==> config.mk <==
export PLATFORM = sky130hd
export DESIGN_NAME = w_grf_flat
export DESIGN_NICKNAME = d
export VERILOG_FILES = /design/src/rtl/w_grf_if.sv /design/src/rtl/w_grf.sv /design/src/flat_wrapper.sv
export SDC_FILE = /design/constraint.sdc
export NUM_CORES = 2
export LEC_CHECK = 0
export ABC_AREA = 1
export CAP_MARGIN = 20
export CORE_MARGIN = 2
export CORE_UTILIZATION = 32
export CTS_CLUSTER_DIAMETER = 120
export DETAILED_ROUTE_END_ITERATION = 7
export PLACE_DENSITY = 0.48
export SLEW_MARGIN = 25
export SYNTH_ARGS = -nofsm -noshare
export SYNTH_HDL_FRONTEND = slang
export SYNTH_SLANG_ARGS = --single-unit
export TNS_END_PERCENT = 50
==> constraint.sdc <==
create_clock -name clk -period 34.5 [get_ports clk]
set_input_delay 6.9 -clock clk [delete_from_list [all_inputs] [get_ports clk]]
set_output_delay 6.9 -clock clk [all_outputs]
set_load 0.05 [all_outputs]
==> src/rtl/w_grf_if.sv <==
// W-stage pipeline register contents, D-stage read ports and writeback trace bundle.
// master drives W/D inputs (pipeline side), slave is the register-file block.
interface w_grf_if;
  logic [31:0] w_pc;
  logic [31:0] w_instr;
  logic [31:0] w_alu_out;
  logic [31:0] w_dm_out;
  logic [31:0] w_ext;
  logic [4:0]  d_rs_addr;
  logic [4:0]  d_rt_addr;
  logic [31:0] d_rs_data;
  logic [31:0] d_rt_data;
  logic        wb_en;
  logic [4:0]  wb_addr;
  logic [31:0] wb_data;
  logic [31:0] wb_pc;
  logic [31:0] retired;

  modport master (
    output w_pc, w_instr, w_alu_out, w_dm_out, w_ext, d_rs_addr, d_rt_addr,
    input  d_rs_data, d_rt_data, wb_en, wb_addr, wb_data, wb_pc, retired
  );

  modport slave (
    input  w_pc, w_instr, w_alu_out, w_dm_out, w_ext, d_rs_addr, d_rt_addr,
    output d_rs_data, d_rt_data, wb_en, wb_addr, wb_data, wb_pc, retired
  );
endinterface

==> src/rtl/w_grf.sv <==
// Writeback stage: decodes the W instruction, writes the 32x32 register file and
// serves the two D-stage read ports with same-cycle bypass; counts retired instructions.
module w_grf #(
  parameter logic [31:0] RESET_PC    = 32'h0000_3000,
  parameter logic [31:0] LINK_OFFSET = 32'd8
) (
  input logic    clk,
  input logic    reset,
  w_grf_if.slave bus
);

  if (RESET_PC[1:0] != 2'b00) begin : g_reset_pc_check
    $error("RESET_PC must be word aligned");
  end

  logic [5:0]  opcode;
  logic [5:0]  funct;
  logic [4:0]  rt;
  logic [4:0]  rd;
  logic        dec_we;
  logic [4:0]  dec_dest;
  logic [31:0] dec_data;

  logic [31:0] regs_q [32];
  logic [31:0] regs_d [32];
  logic [31:0] retired_q;
  logic [31:0] retired_d;

  assign opcode = bus.w_instr[31:26];
  assign funct  = bus.w_instr[5:0];
  assign rt     = bus.w_instr[20:16];
  assign rd     = bus.w_instr[15:11];

  always_comb begin
    dec_we   = 1'b0;
    dec_dest = 5'd0;
    dec_data = 32'd0;
    case (opcode)
      6'h00: begin
        if (funct inside {6'h20, 6'h21, 6'h22, 6'h23}) begin
          dec_we   = 1'b1;
          dec_dest = rd;
          dec_data = bus.w_alu_out;
        end
      end
      6'h0d: begin
        dec_we   = 1'b1;
        dec_dest = rt;
        dec_data = bus.w_alu_out;
      end
      6'h23: begin
        dec_we   = 1'b1;
        dec_dest = rt;
        dec_data = bus.w_dm_out;
      end
      6'h0f: begin
        dec_we   = 1'b1;
        dec_dest = rt;
        dec_data = bus.w_ext;
      end
      6'h03: begin
        dec_we   = 1'b1;
        dec_dest = 5'd31;
        dec_data = bus.w_pc + LINK_OFFSET;
      end
      default: ;
    endcase
  end

  // Writes to $0 are squashed so the trace shows no write at all.
  assign bus.wb_en   = dec_we && (dec_dest != 5'd0);
  assign bus.wb_addr = bus.wb_en ? dec_dest : 5'd0;
  assign bus.wb_data = bus.wb_en ? dec_data : 32'd0;
  assign bus.wb_pc   = bus.w_pc;
  assign bus.retired = retired_q;

  always_comb begin
    regs_d = regs_q;
    if (bus.wb_en) begin
      regs_d[bus.wb_addr] = bus.wb_data;
    end
  end

  assign retired_d = retired_q + {31'd0, (bus.w_instr != 32'd0)};

  always_ff @(posedge clk or posedge reset) begin
    if (reset) begin
      for (int i = 0; i < 32; i++) begin
        regs_q[i] <= 32'd0;
      end
      retired_q <= 32'd0;
    end else begin
      regs_q    <= regs_d;
      retired_q <= retired_d;
    end
  end

  always_comb begin
    bus.d_rs_data = regs_q[bus.d_rs_addr];
    if (bus.d_rs_addr == 5'd0) begin
      bus.d_rs_data = 32'd0;
    end else if (bus.wb_en && (bus.wb_addr == bus.d_rs_addr)) begin
      bus.d_rs_data = bus.wb_data;
    end
  end

  always_comb begin
    bus.d_rt_data = regs_q[bus.d_rt_addr];
    if (bus.d_rt_addr == 5'd0) begin
      bus.d_rt_data = 32'd0;
    end else if (bus.wb_en && (bus.wb_addr == bus.d_rt_addr)) begin
      bus.d_rt_data = bus.wb_data;
    end
  end

endmodule

==> src/flat_wrapper.sv <==
// flat-port wrapper written by rule: the top's interface ports become plain ports
module w_grf_flat 
#(
  parameter logic [31:0] RESET_PC    = 32'h0000_3000,
  parameter logic [31:0] LINK_OFFSET = 32'd8
)
  (clk, reset, bus_w_pc, bus_w_instr, bus_w_alu_out, bus_w_dm_out, bus_w_ext, bus_d_rs_addr, bus_d_rt_addr, bus_d_rs_data, bus_d_rt_data, bus_wb_en, bus_wb_addr, bus_wb_data, bus_wb_pc, bus_retired);
  w_grf_if bus_i ();
  input logic clk;
  input logic reset;
  input wire logic [$bits(bus_i.w_pc)-1:0] bus_w_pc;
  input wire logic [$bits(bus_i.w_instr)-1:0] bus_w_instr;
  input wire logic [$bits(bus_i.w_alu_out)-1:0] bus_w_alu_out;
  input wire logic [$bits(bus_i.w_dm_out)-1:0] bus_w_dm_out;
  input wire logic [$bits(bus_i.w_ext)-1:0] bus_w_ext;
  input wire logic [$bits(bus_i.d_rs_addr)-1:0] bus_d_rs_addr;
  input wire logic [$bits(bus_i.d_rt_addr)-1:0] bus_d_rt_addr;
  output wire logic [$bits(bus_i.d_rs_data)-1:0] bus_d_rs_data;
  output wire logic [$bits(bus_i.d_rt_data)-1:0] bus_d_rt_data;
  output wire logic [$bits(bus_i.wb_en)-1:0] bus_wb_en;
  output wire logic [$bits(bus_i.wb_addr)-1:0] bus_wb_addr;
  output wire logic [$bits(bus_i.wb_data)-1:0] bus_wb_data;
  output wire logic [$bits(bus_i.wb_pc)-1:0] bus_wb_pc;
  output wire logic [$bits(bus_i.retired)-1:0] bus_retired;
  assign bus_i.w_pc = bus_w_pc;
  assign bus_i.w_instr = bus_w_instr;
  assign bus_i.w_alu_out = bus_w_alu_out;
  assign bus_i.w_dm_out = bus_w_dm_out;
  assign bus_i.w_ext = bus_w_ext;
  assign bus_i.d_rs_addr = bus_d_rs_addr;
  assign bus_i.d_rt_addr = bus_d_rt_addr;
  assign bus_d_rs_data = bus_i.d_rs_data;
  assign bus_d_rt_data = bus_i.d_rt_data;
  assign bus_wb_en = bus_i.wb_en;
  assign bus_wb_addr = bus_i.wb_addr;
  assign bus_wb_data = bus_i.wb_data;
  assign bus_wb_pc = bus_i.wb_pc;
  assign bus_retired = bus_i.retired;
  w_grf #(.RESET_PC(RESET_PC), .LINK_OFFSET(LINK_OFFSET)) u_core (.clk(clk), .reset(reset), .bus(bus_i));
endmodule
==> results.md <==
- Outcome: complete, no violations
- H-Tree Depth: 4
- DR top layer: met4
- Total number of vias: a little over 60,000
- IO Port Bufs: approximately 340
- Largest family of logic cells by synthesized area: simple AND/OR/NAND/NOR gates
- Met2 wire len: between 100 and 150 mm
- Top-count cell post-synth: nand2_1
- Final period utilization: 0.5865
- Post-synth cell types: 41
- Top cell type's share of synthesized area: 0.4394
- Critical Path Most Common Cell: buf_4
- Number of global-route vias before repair: about 57,000
- Final clock skew: 5.385 ps
- Synth Instances: between 8,000 and 9,000
- Met3 wire length: 20.85 mm
- Simple-Gate Fraction of Synth Area: 0.2412
- Most common flop cell mapped by yosys: dfrtp_1
- FFs w/ async S/R, synth: 1.000
- Post-Synth XOR/XNOR Area: 0.004660
- Root buffer cell: clkbuf_16
- Total Negative Setup Slacks: 0 ps
- Synthesis-to-layout area growth: 14.39%
- WHS Path Cells: 0
- Critical Path RT: 27,600 ps
- Count of non-filler cells in the finished layout: ~11,000
- Fin worst setup slack: roughly 14,000 ps
- Tmin final: between 20,000 and 25,000 ps
- Setup Viol. Count Final: 0
- Worst r2r path cells: 10
- Slew margin rel.: 0.2628
- Mapped Nets: 8,673
- Clk_lat worst skew: between 700 and 800 ps
- Final Hold Fails: 0
- Slowest-stage cell, CP: clkdlybuf4s50_1
- F_max: a little under 50 MHz
- Final hold slack: roughly 370 ps
- CTS tree: yes
- Hold endpoint: u_core.regs_q[1020]$_DFFE_PP0P_
- Core area: about 190,000 sq um
- Initial DRC count: between 7,000 and 8,000
- Top cells by area, synth: dfrtp_1, a21oi_1, nand2_1
- FF-to-FF End: u_core.bus.retired[30]$_DFF_PP0_
- Multiplexer share of the synthesized area: 0
- Place WS: 14,450 ps
- Sequential share of the synthesized area: 0.4394
- Num Clock Sinks: around 1,100
- HP Start: u_core.regs_q[1020]$_DFFE_PP0P_
- Area leader, netlist: dfrtp_1
- Top cell family by delay on the critical path: buffers and inverters
- Post-cts sizing count: 0
- Reg2Reg Setup Slack: between 30,000 and 40,000 ps
- Cell row count: between 150 and 200
- Type of origin of the critical path: input pin
- First-pass DRT Iterations: 6
- Worst path max stage delay: a little under 900 ps
- Hpwl dp: around 150 mm
- GP Congestion: ~0.86
- Final nets: ~8,500
- Layout cells sized above 1: 0.05312
- Worst-path clk slew: approximately 60 ps
- Synth cell count leaders: nand2_1, a21oi_1, dfrtp_1, nor2_1, o21ai_0
- Boundary Pins: ~340
- Overflow after GRT: 0
- Crit-path max FO: between 100 and 150
- Slew @ Worst Pin: 1103 ps
- Critical Path, Cell by Cell: buf_8 > buf_4 > buf_4 > buf_4 > buf_4 > nand2_1 > a31oi_1 > o21ai_0 > nand3_1 > nand3_1 > nand2_1 > nor2_1 > nor2_1 > clkdlybuf4s50_1
- Register bit count reported by yosys: between 1,000 and 1,500
- Crit path kind: in -> out
- Largest net degree at the start of global routing: between 150 and 200
- First-pass GRT wire length: around 400 mm
- Via density per instance: about 5.6
- Synth Area in Adders: 0.0006241
- CTS Hold Bufs: 0
- Drt total wl: roughly 280 mm
- Post-CTS setup buffers: 0
- Critical path depth in cells: 14
- Cell Pwr Density: around 46 nW/um^2
- Inst Count DP: roughly 11,000
- Count of pins over their slew limit: 0
- Die Width: around 440 microns
- CP arrival: between 10,000 and 15,000 ps
- Max-cap violations: 0
- Syn Std Cell Area: between 60,000 and 70,000 sq um
- RSZ-0062 raised after global routing: no
- DRC Markers: 0
- Initial antenna violation count: 6
- Peak supply drop: about 0.000053 V
- Filler cell count: just under 20,000
- Buffers and inverters on the worst path: 6
- Max Root-Sink Buffers: 3
- Critical R2R Launch: u_core.bus.retired[0]$_DFF_PP0_
- Post-detailed-route wirelength per cell: around 25 microns
- Initial core utilization: 0.3213
- EDFF count, synth: 0
- Yosys warns: 0
- Die height: around 440 microns
- Post-layout util: 0.3675
- Cts bufs inserted: 133
- Crit path capture type: primary output
- GRT Util Overall: 0.2835
- Leak: 29.65 nW
- Compound-Gate Fraction of Synth Area: 0.2299
- Worst hold path class: reg -> reg
- ANT nets after route: 0
- Die area: 191,400 sq um
- Avg Cell Area, Syn: 7.077 sq um
- M1 wire length: 119.3 mm
-- through the flow --
step | area, sq um | power (W)
6_report | 68790 | 0.003162
5_1_grt | 68790 | 0.003284
4_1_cts | 68720 | 0.003185
3_5_place_dp | 64560 | 0.001807
3_3_place_gp | 64520 | 0.001802
2_1_floorplan | 60140 | 0.001635
-- sequential cells by signal (all words and copies together), names as in the netlist --
| signal | count |
|---|---|
| u_core.bus.retired | 32 |
| u_core.regs_q | 1024 |
-- area by class of cell --
class | instances | area, sq um | area share
antenna | 2 | 5.005 | 0.00007275
clock buffer | 193 | 3859 | 0.05609
clock inverter | 38 | 309.0 | 0.004492
inverter | 429 | 1657 | 0.02408
multi-input combinational | 6202 | 28810 | 0.4188
sequential | 1056 | 26430 | 0.3841
tap | 2495 | 3122 | 0.04538
timing repair buffer | 478 | 4609 | 0.06700
-- how the worst max path moves through the flow --
stage,from,to,slack (ps)
2_1_floorplan,reset,u_core.bus.retired[0]$_DFF_PP0_,13040
3_3_place_gp,bus_d_rs_addr[0],bus_d_rs_data[12],14500
3_5_place_dp,bus_d_rs_addr[0],bus_d_rs_data[12],14450
4_1_cts,bus_d_rs_addr[0],bus_d_rs_data[12],14440
5_1_grt,bus_d_rs_addr[0],bus_d_rs_data[14],14050
6_report,bus_d_rs_addr[0],bus_d_rs_data[12],14270
-- worst reg2reg max path, stage by stage, from the launching register on --
cell     delay, ps
dfrtp_1        370
ha_1           280
ha_1           230
nand3_1        150
nor3_1         290
nand3_1        250
nor3_1         570
nand2_1        200
nor3_1         280
nand3_1        130
xnor2_1        140
-- layer usage --
layer / up-vias / global-route usage
li1: 27944 / -
met1: 29357 / 0.3876
met2: 2761 / 0.4482
met3: 560 / 0.04304
met4: 0 / 0.1135
met5: - / 0
-- cell families after synthesis --
logic type	after synthesis
AND/OR/NAND/NOR	3488
buffers and inverters	1240
XOR/XNOR	32
adder cells (fa/ha/maj)	3
AO/OA/AOI/OAI	2679
flip-flops	1056
-- layout by cell type, fill, tap and decap left out, types with 8 or more instances in the layout --
cell type           n
nand2_1          1538
a21oi_1          1522
dfrtp_1          1056
nor2_1           1041
o21ai_0           904
nand3_1           761
inv_1             404
clkdlybuf4s50_1   327
clkbuf_16         137
buf_4             128
a31oi_1           107
o211ai_1           76
o21ai_1            39
nand4_1            35
clkbuf_1           34
nor2_4             26
clkinv_2           24
clkbuf_8           23
xor2_1             18
nand2_2            15
inv_2              15
nor3_1             14
xnor2_1            14
nand3_2            11
a22oi_1             9
buf_12              9
nor4_1              8
inv_6               8
-- report_power, final --
| group | internal (W) | switching [W] |
|---|---|---|
| registers | 0.00129 | 0.0000294 |
| logic | 0.000137 | 0.000336 |
| clock network | 0.000791 | 0.000580 |
Power figures use the tool's default switching activity.
